[config.mk]
export PLATFORM = sky130hd
export DESIGN_NAME = framebuffer_write_arbiter
export DESIGN_NICKNAME = d
export VERILOG_FILES = /design/src/rtl/framebuffer_write_arbiter.sv
export SDC_FILE = /design/constraint.sdc
export NUM_CORES = 1
export LEC_CHECK = 0
export ABC_AREA = 1
export CAP_MARGIN = 5
export CORE_UTILIZATION = 47
export DETAILED_ROUTE_END_ITERATION = 7
export PLACE_DENSITY = 0.89
export SLEW_MARGIN = 5
export SYNTH_ARGS = -nofsm -noshare
export SYNTH_HDL_FRONTEND = slang
export SYNTH_SLANG_ARGS = --single-unit
export TNS_END_PERCENT = 100
[constraint.sdc]
create_clock -name i_Clock -period 1.8 [get_ports i_Clock]
set_input_delay 0.36 -clock i_Clock [delete_from_list [all_inputs] [get_ports i_Clock]]
set_output_delay 0.36 -clock i_Clock [all_outputs]
set_load 0.03 [all_outputs]
[src/rtl/framebuffer_write_arbiter.sv]
// Round-robin arbiter for the framebuffer write port, with a built-in
// full-frame clear sequencer. All write-port outputs are registered.
module framebuffer_write_arbiter #(
  parameter int unsigned BITS_PER_PIXEL    = 12,
  parameter int unsigned FRAMEBUFFER_DEPTH = 640*480
) (
  input  logic                      i_Clock,
  input  logic                      i_Reset,
  input  logic                      i_Req0_Valid,
  input  logic [31:0]               i_Req0_Addr,
  input  logic [BITS_PER_PIXEL-1:0] i_Req0_Data,
  output logic                      o_Req0_Ready,
  input  logic                      i_Req1_Valid,
  input  logic [31:0]               i_Req1_Addr,
  input  logic [BITS_PER_PIXEL-1:0] i_Req1_Data,
  output logic                      o_Req1_Ready,
  input  logic                      i_Clear_Start,
  input  logic [BITS_PER_PIXEL-1:0] i_Clear_Color,
  output logic                      o_Clear_Busy,
  output logic                      o_Clear_Done,
  output logic                      o_Addr_Error,
  output logic                      o_Write_Enable,
  output logic [31:0]               o_Write_Addr,
  output logic [BITS_PER_PIXEL-1:0] o_Write_Data
);

  localparam logic [31:0] DEPTH    = 32'(FRAMEBUFFER_DEPTH);
  localparam logic [31:0] LAST_IDX = DEPTH - 32'd1;

  typedef enum logic {s_ARBITRATE, s_CLEAR} state_t;

  state_t                    state_q, state_d;
  logic                      last_grant_q, last_grant_d;
  logic [31:0]               index_q, index_d;
  logic [BITS_PER_PIXEL-1:0] color_q, color_d;
  logic                      we_q, we_d;
  logic [31:0]               addr_q, addr_d;
  logic [BITS_PER_PIXEL-1:0] data_q, data_d;
  logic                      busy_q, busy_d;
  logic                      done_q, done_d;
  logic                      err_q, err_d;

  logic                      grant;
  logic                      ready0, ready1;
  logic [31:0]               sel_addr;
  logic [BITS_PER_PIXEL-1:0] sel_data;

  // Under contention the requester not served last wins.
  always_comb begin
    grant = 1'b0;
    if (i_Req0_Valid && i_Req1_Valid) grant = ~last_grant_q;
    else if (i_Req1_Valid)            grant = 1'b1;
  end

  assign ready0   = (state_q == s_ARBITRATE) && i_Req0_Valid && !grant && !i_Clear_Start;
  assign ready1   = (state_q == s_ARBITRATE) && i_Req1_Valid &&  grant && !i_Clear_Start;
  assign sel_addr = ready1 ? i_Req1_Addr : i_Req0_Addr;
  assign sel_data = ready1 ? i_Req1_Data : i_Req0_Data;

  always_comb begin
    state_d      = state_q;
    last_grant_d = last_grant_q;
    index_d      = index_q;
    color_d      = color_q;
    we_d         = 1'b0;
    addr_d       = addr_q;
    data_d       = data_q;
    busy_d       = busy_q;
    done_d       = 1'b0;
    err_d        = err_q;

    if (state_q == s_CLEAR) begin
      we_d    = 1'b1;
      addr_d  = index_q;
      data_d  = color_q;
      index_d = index_q + 32'd1;
      if (index_q == LAST_IDX) begin
        done_d  = 1'b1;
        busy_d  = 1'b0;
        state_d = s_ARBITRATE;
      end
    end else begin
      if (i_Clear_Start) begin
        state_d = s_CLEAR;
        color_d = i_Clear_Color;
        index_d = '0;
        busy_d  = 1'b1;
      end else if (ready0 || ready1) begin
        // Out-of-range addresses are consumed without a write strobe.
        addr_d       = sel_addr;
        data_d       = sel_data;
        we_d         = (sel_addr < DEPTH);
        err_d        = err_q | (sel_addr >= DEPTH);
        last_grant_d = ready1;
      end
    end
  end

  always_ff @(posedge i_Clock) begin
    if (i_Reset) begin
      state_q      <= s_ARBITRATE;
      last_grant_q <= 1'b1;
      index_q      <= '0;
      color_q      <= '0;
      we_q         <= 1'b0;
      addr_q       <= '0;
      data_q       <= '0;
      busy_q       <= 1'b0;
      done_q       <= 1'b0;
      err_q        <= 1'b0;
    end else begin
      state_q      <= state_d;
      last_grant_q <= last_grant_d;
      index_q      <= index_d;
      color_q      <= color_d;
      we_q         <= we_d;
      addr_q       <= addr_d;
      data_q       <= data_d;
      busy_q       <= busy_d;
      done_q       <= done_d;
      err_q        <= err_d;
    end
  end

  assign o_Req0_Ready   = ready0;
  assign o_Req1_Ready   = ready1;
  assign o_Clear_Busy   = busy_q;
  assign o_Clear_Done   = done_q;
  assign o_Addr_Error   = err_q;
  assign o_Write_Enable = we_q;
  assign o_Write_Addr   = addr_q;
  assign o_Write_Data   = data_q;

endmodule

Word-level counts from Yosys, hierarchy flattened
Cells that the tools add are included.

Register bits after elaboration: 94. Input port bits: 105. Output and inout bits: 50. Logic and storage cells: 59.

$add $sub $neg: 1. Order comparisons: 2. Equality and inequality tests: 3. Mux-type cells: 22. Bitwise operators: 4. Reduce and logical (&&, ||, !) cells: 17.

Operators by type and width (count): $mux 32 (6); $mux 12 (4); $add 32x1->32 const B (1); $eq 32x19->1 const B (1); $ge 32x19->1 const B (1); $lt 32x19->1 const B (1); $mux 1 (12); $logic_and 1x1->1 (7); $reduce_and 2->1 (3); $ne 2x1->1 const B (2); $reduce_bool 2->1 (2); $not 1->1 (3); $reduce_and 3->1 (1); $logic_not 1->1 (2); $reduce_or 2->1 (1); $logic_or 1x1->1 (1); $or 1x1->1 (1).

Logic depth before layout (Yosys ltp)
Depth after elaboration: 9. Gate-level depth with buffers: 12. Mapped depth without buffers: 12.

Worst setup path after synthesis
OpenSTA, ideal clock, no wires.

Kind: register to register. Start: reg index_q[0]. End: reg index_q[16]. Library setup time: 79 ps. Data arrival time: 1460 ps. Data required time: 1721 ps. Path slack: 260 ps. Cell stages (with the launch flop): 10. Buffers on the path: 0. Clock period less this slack: 1540 ps. Path through: dfxtp_1 > ha_1 > inv_1 > nor3_4 > nand2_1 > nor2_2 > nand2_1 > nor2_2 > nand3_1 > a22oi_1.

Word-level cells in the longest chain between the ends: 2.

Ends and longest elaborated chain: start: declaration (line 34) `logic [31:0] index_q, index_d;`; start signal: assignment (line 114) `index_q <= index_d;`; $add 32x1->32 (line 76) `index_d = index_q + 32'd1;`; $mux 32 (line 72) `if (state_q == s_CLEAR) begin`.

No other way between the ends. A chain may end at the register's enable or synchronous reset.

Worst setup path after layout
Start: reg addr_q[9] (netlist: o_Write_Addr[9]). End: out o_Write_Addr[9].

RTL lines: start: declaration (line 37) `logic [31:0] addr_q, addr_d;`; start signal: assignment (line 117) `addr_q <= addr_d;`; end: declaration (line 23) `output logic [31:0] o_Write_Addr,`.

No word-level cell between the ends.

==> results by group <==
Worst setup path
  • Crit start category: flop
  • Worst path cell trace: clkdlybuf4s50_1
  • Reg2reg end: o_Write_Addr[4]
  • CP peak stage delay: around 0.69 ns
  • Crit path required time: 1.44 ns
  • Crit Path Class: reg2out
  • Slowest CP cell: clkdlybuf4s50_1
  • Crit-path leading delay family: buffers and inverters
  • Worst reg2reg startpoint: state_q
  • Worst Path Buf+Inv: 1
  • Worst setup EP type: output port
  • WP data arrival: around 1.4 ns
  • Crit Path Max Fanout: 2
  • R2r worst-path depth: 10
  • R2R setup slack: about 0.070 ns

Synthesis
  • Synthesized Nets: roughly 850
  • Synth unique cells: 48
  • Mux cell area share after synthesis: 0%
  • Adder-cell share of the synthesized area: 0.2514%
  • Post-synth EDFFs: 0
  • Syn_area_per_cell: about 6.7 um^2
  • Largest family of logic cells by synthesized area: simple AND/OR/NAND/NOR gates
  • Yosys top cell area share: 37.82%
  • XOR/XNOR share of the synthesized area: less than 1%
  • Area fraction in compound gates after synthesis: roughly 17%
  • Synth area leaders: dfxtp_1 (38%), nand2_1 (18%), nor2_1 (5.7%)
  • Synthesis Warnings: 0
  • Post-Syn Instances: 742
  • Simple-gate share of the synthesized area: 36.11%
  • Mapped Area: around 5000 um^2
  • Main synth FF type: dfxtp_1
  • Yosys reg bits: 94
  • Synth async-reset ratio: 0%
  • Register area share after synthesis: a little under two fifths
  • Post-synth top area cell: dfxtp_1

Detailed routing
  • Average vias per placed instance: around 5.4
  • Drt first pass iters: 5
  • WL final: about 16000 um
  • Initial DRC Count: between 400 and 500
  • DRC: 0
  • Antenna Violating Nets Remaining: 0
  • Vias: slightly below 6000
  • Routed WL per cell: around 15 um

Timing
  • Max Clock Freq: approximately 560 MHz
  • Final setup violation count: 0
  • Final Max Slew Viols: 0
  • Worst Tran Pin Value: between 0.4 and 0.5 ns
  • Min Tclk post-route: 1.784 ns
  • Min Hold Slack: 0.4684 ns
  • Final hold vios: 0
  • Rel. slew slack: a little over 70%
  • Setup Skew: between 0.01 and 0.015 ns
  • Final period util: between 90 and 100%

GRT
  • Vias in the first global route: about 5700
  • Largest net degree at the start of global routing: 43
  • Initial antenna violation count: 0
  • GR Overflow Total: 0
  • Global Route Usage Sum: slightly above 30%
  • First-pass GRT wire length: between 20000 and 30000 um

Finish
  • Layout cells sized above 1: between 10% and 20%
  • ANT cells: 0
  • Layout fillers: 769
  • P&R area growth vs syn: 47.80%
  • Cell area after layout: about 7400 um^2
  • Final cell count without fillers: approximately 1100
  • Post-layout nets: slightly above 1000

Clock network
  • TritonCTS Buffers: 9
  • CTS tree: built
  • H-tree levels: 3
  • Clk slew on worst S/H paths: roughly 0.1 ns
  • Root buf cell: clkbuf_8
  • Worst-skew pair later-pin latency: 0.37 ns
  • Sinks on the clock net: 94
  • Bufs on Longest Clock Path: 2

Floorplanning
  • Site Rows: 37
  • Core footprint: slightly above 10000 um^2
  • Die area: about 11000 um^2
  • Initial core utilization: roughly half
  • Die X: around 100 um
  • Total I/O pin count: roughly 160
  • Die height: between 100 and 150 um

Power
  • Power per cell area: roughly 700 nW/um^2
  • VDD IR max: ~0.49 mV
  • Leakage: between 3 and 4 nW
  • Power Total: around 5.1 mW

Job
  • Max-cap viol count: 0

Worst hold path
  • Hold crit path type: reg2reg
  • Hold Path Sink: o_Addr_Error
  • Hold Crit Depth: 2
  • Hold path start: o_Addr_Error

Status
  • Outcome: complete, no violations

Place
  • DP Cell Count: between 1000 and 1500
  • HPWL after DPL: 12160 um
  • Cell area after placement: 6990 um^2
  • Port bufs: 154
  • GP Congestion: around 0.9
## state kept, by name, summed over array words and instances (netlist names)
register / flops
color_q: 12
index_q: 32
last_grant_q: 1
o_Addr_Error: 1
o_Clear_Busy: 1
o_Clear_Done: 1
o_Write_Addr: 32
o_Write_Data: 12
o_Write_Enable: 1
state_q: 1
## per-stage QoR
step                setup slack (ns)  util (%)  TNS (ns)
finish                       0.01588     71.56         0
global route                -0.01482     71.56  -0.02185
CTS                        0.0001236     70.50         0
detailed placement           -0.2526     68.02    -7.921
global placement             -0.2277     68.02    -6.010
floorplan                     0.2601         -         0
## routing by layer
metal	GRT usage, %	vias up	part of all wire (%)
met2	51.28	312	48
li1	-	2835	-
met3	4.679	60	8.0
met1	38.89	2612	41
met5	0	-	0
met4	13.68	0	3.6
## logic make-up after synthesis
logic type,Yosys count
adder cells (fa/ha/maj),1
XOR/XNOR,3
flip-flops,94
AND/OR/NAND/NOR,408
buffers and inverters,102
AO/OA/AOI/OAI,134
## how the worst max path moves through the flow
stage,start,end,depth (start not counted)
after global routing,index_q[14],index_q[31],7
after CTS,o_Write_Addr[23],o_Write_Addr[23],1
after global placement,i_Clear_Start,o_Req1_Ready,6
after detailed placement,i_Req0_Valid,o_Write_Addr[22],10
after floorplan,index_q[0],index_q[16],9
final,o_Write_Addr[9],o_Write_Addr[9],1
## power by group
group          internal, mW  total (mW)  leakage [nW]  switching, mW
logic                 0.576        1.20          2.40          0.622
registers              2.19        2.26         0.772         0.0720
clock network         0.924        1.69         0.117          0.768
## Yosys cell counts (all sizes together), types with 2 or more instances
library cell / n
a21oi: 30
a221oi: 4
dfxtp: 94
nor4: 6
nand4: 21
nor2: 81
a22oi: 3
clkbuf: 17
xor2: 3
a31oi: 28
o21ai: 41
o21bai: 4
a32oi: 2
a41oi: 4
buf: 25
o31ai: 2
or2: 4
nand2: 243
inv: 59
nor3: 16
a211oi: 3
nand3b: 2
nand3: 33
o221ai: 5
o211ai: 5
## layout make-up
type	instances	area (um^2)	share of cell area, %
repair buffers	218	2130	28.96
clock buffers	10	127.6	1.735
inverters	60	225.2	3.062
flip-flops and latches	94	1894	25.76
clock inverters	5	107.6	1.463
multi-input cells	546	2700	36.71
well taps	136	170.2	2.314
## placed cells by master, fill, tap and decap left out, types with 5 or more instances in the layout
cell / n
a21oi_1: 29
buf_12: 5
nor3_1: 11
nand2_1: 237
a31oi_1: 28
clkbuf_8: 9
nor2_1: 75
buf_4: 56
nand2_2: 6
buf_6: 5
o21ai_0: 38
nor4_1: 5
clkdlybuf4s50_1: 132
inv_1: 55
nand3_1: 31
dlygate4sd2_1: 5
nand4_1: 21
o211ai_1: 5
dfxtp_1: 88
o221ai_1: 5
dlymetal6s2s_1: 15
## repair_timing
action                     4_1_cts  5_1_grt
gates cloned                     0        0
buffers inserted                 2        2
gates resized for setup          9       31
hold buffers                     0        0
setup endpoints to repair        7       50
pin swaps                        3        6
No activity file was read; power rests on OpenSTA's default activity.
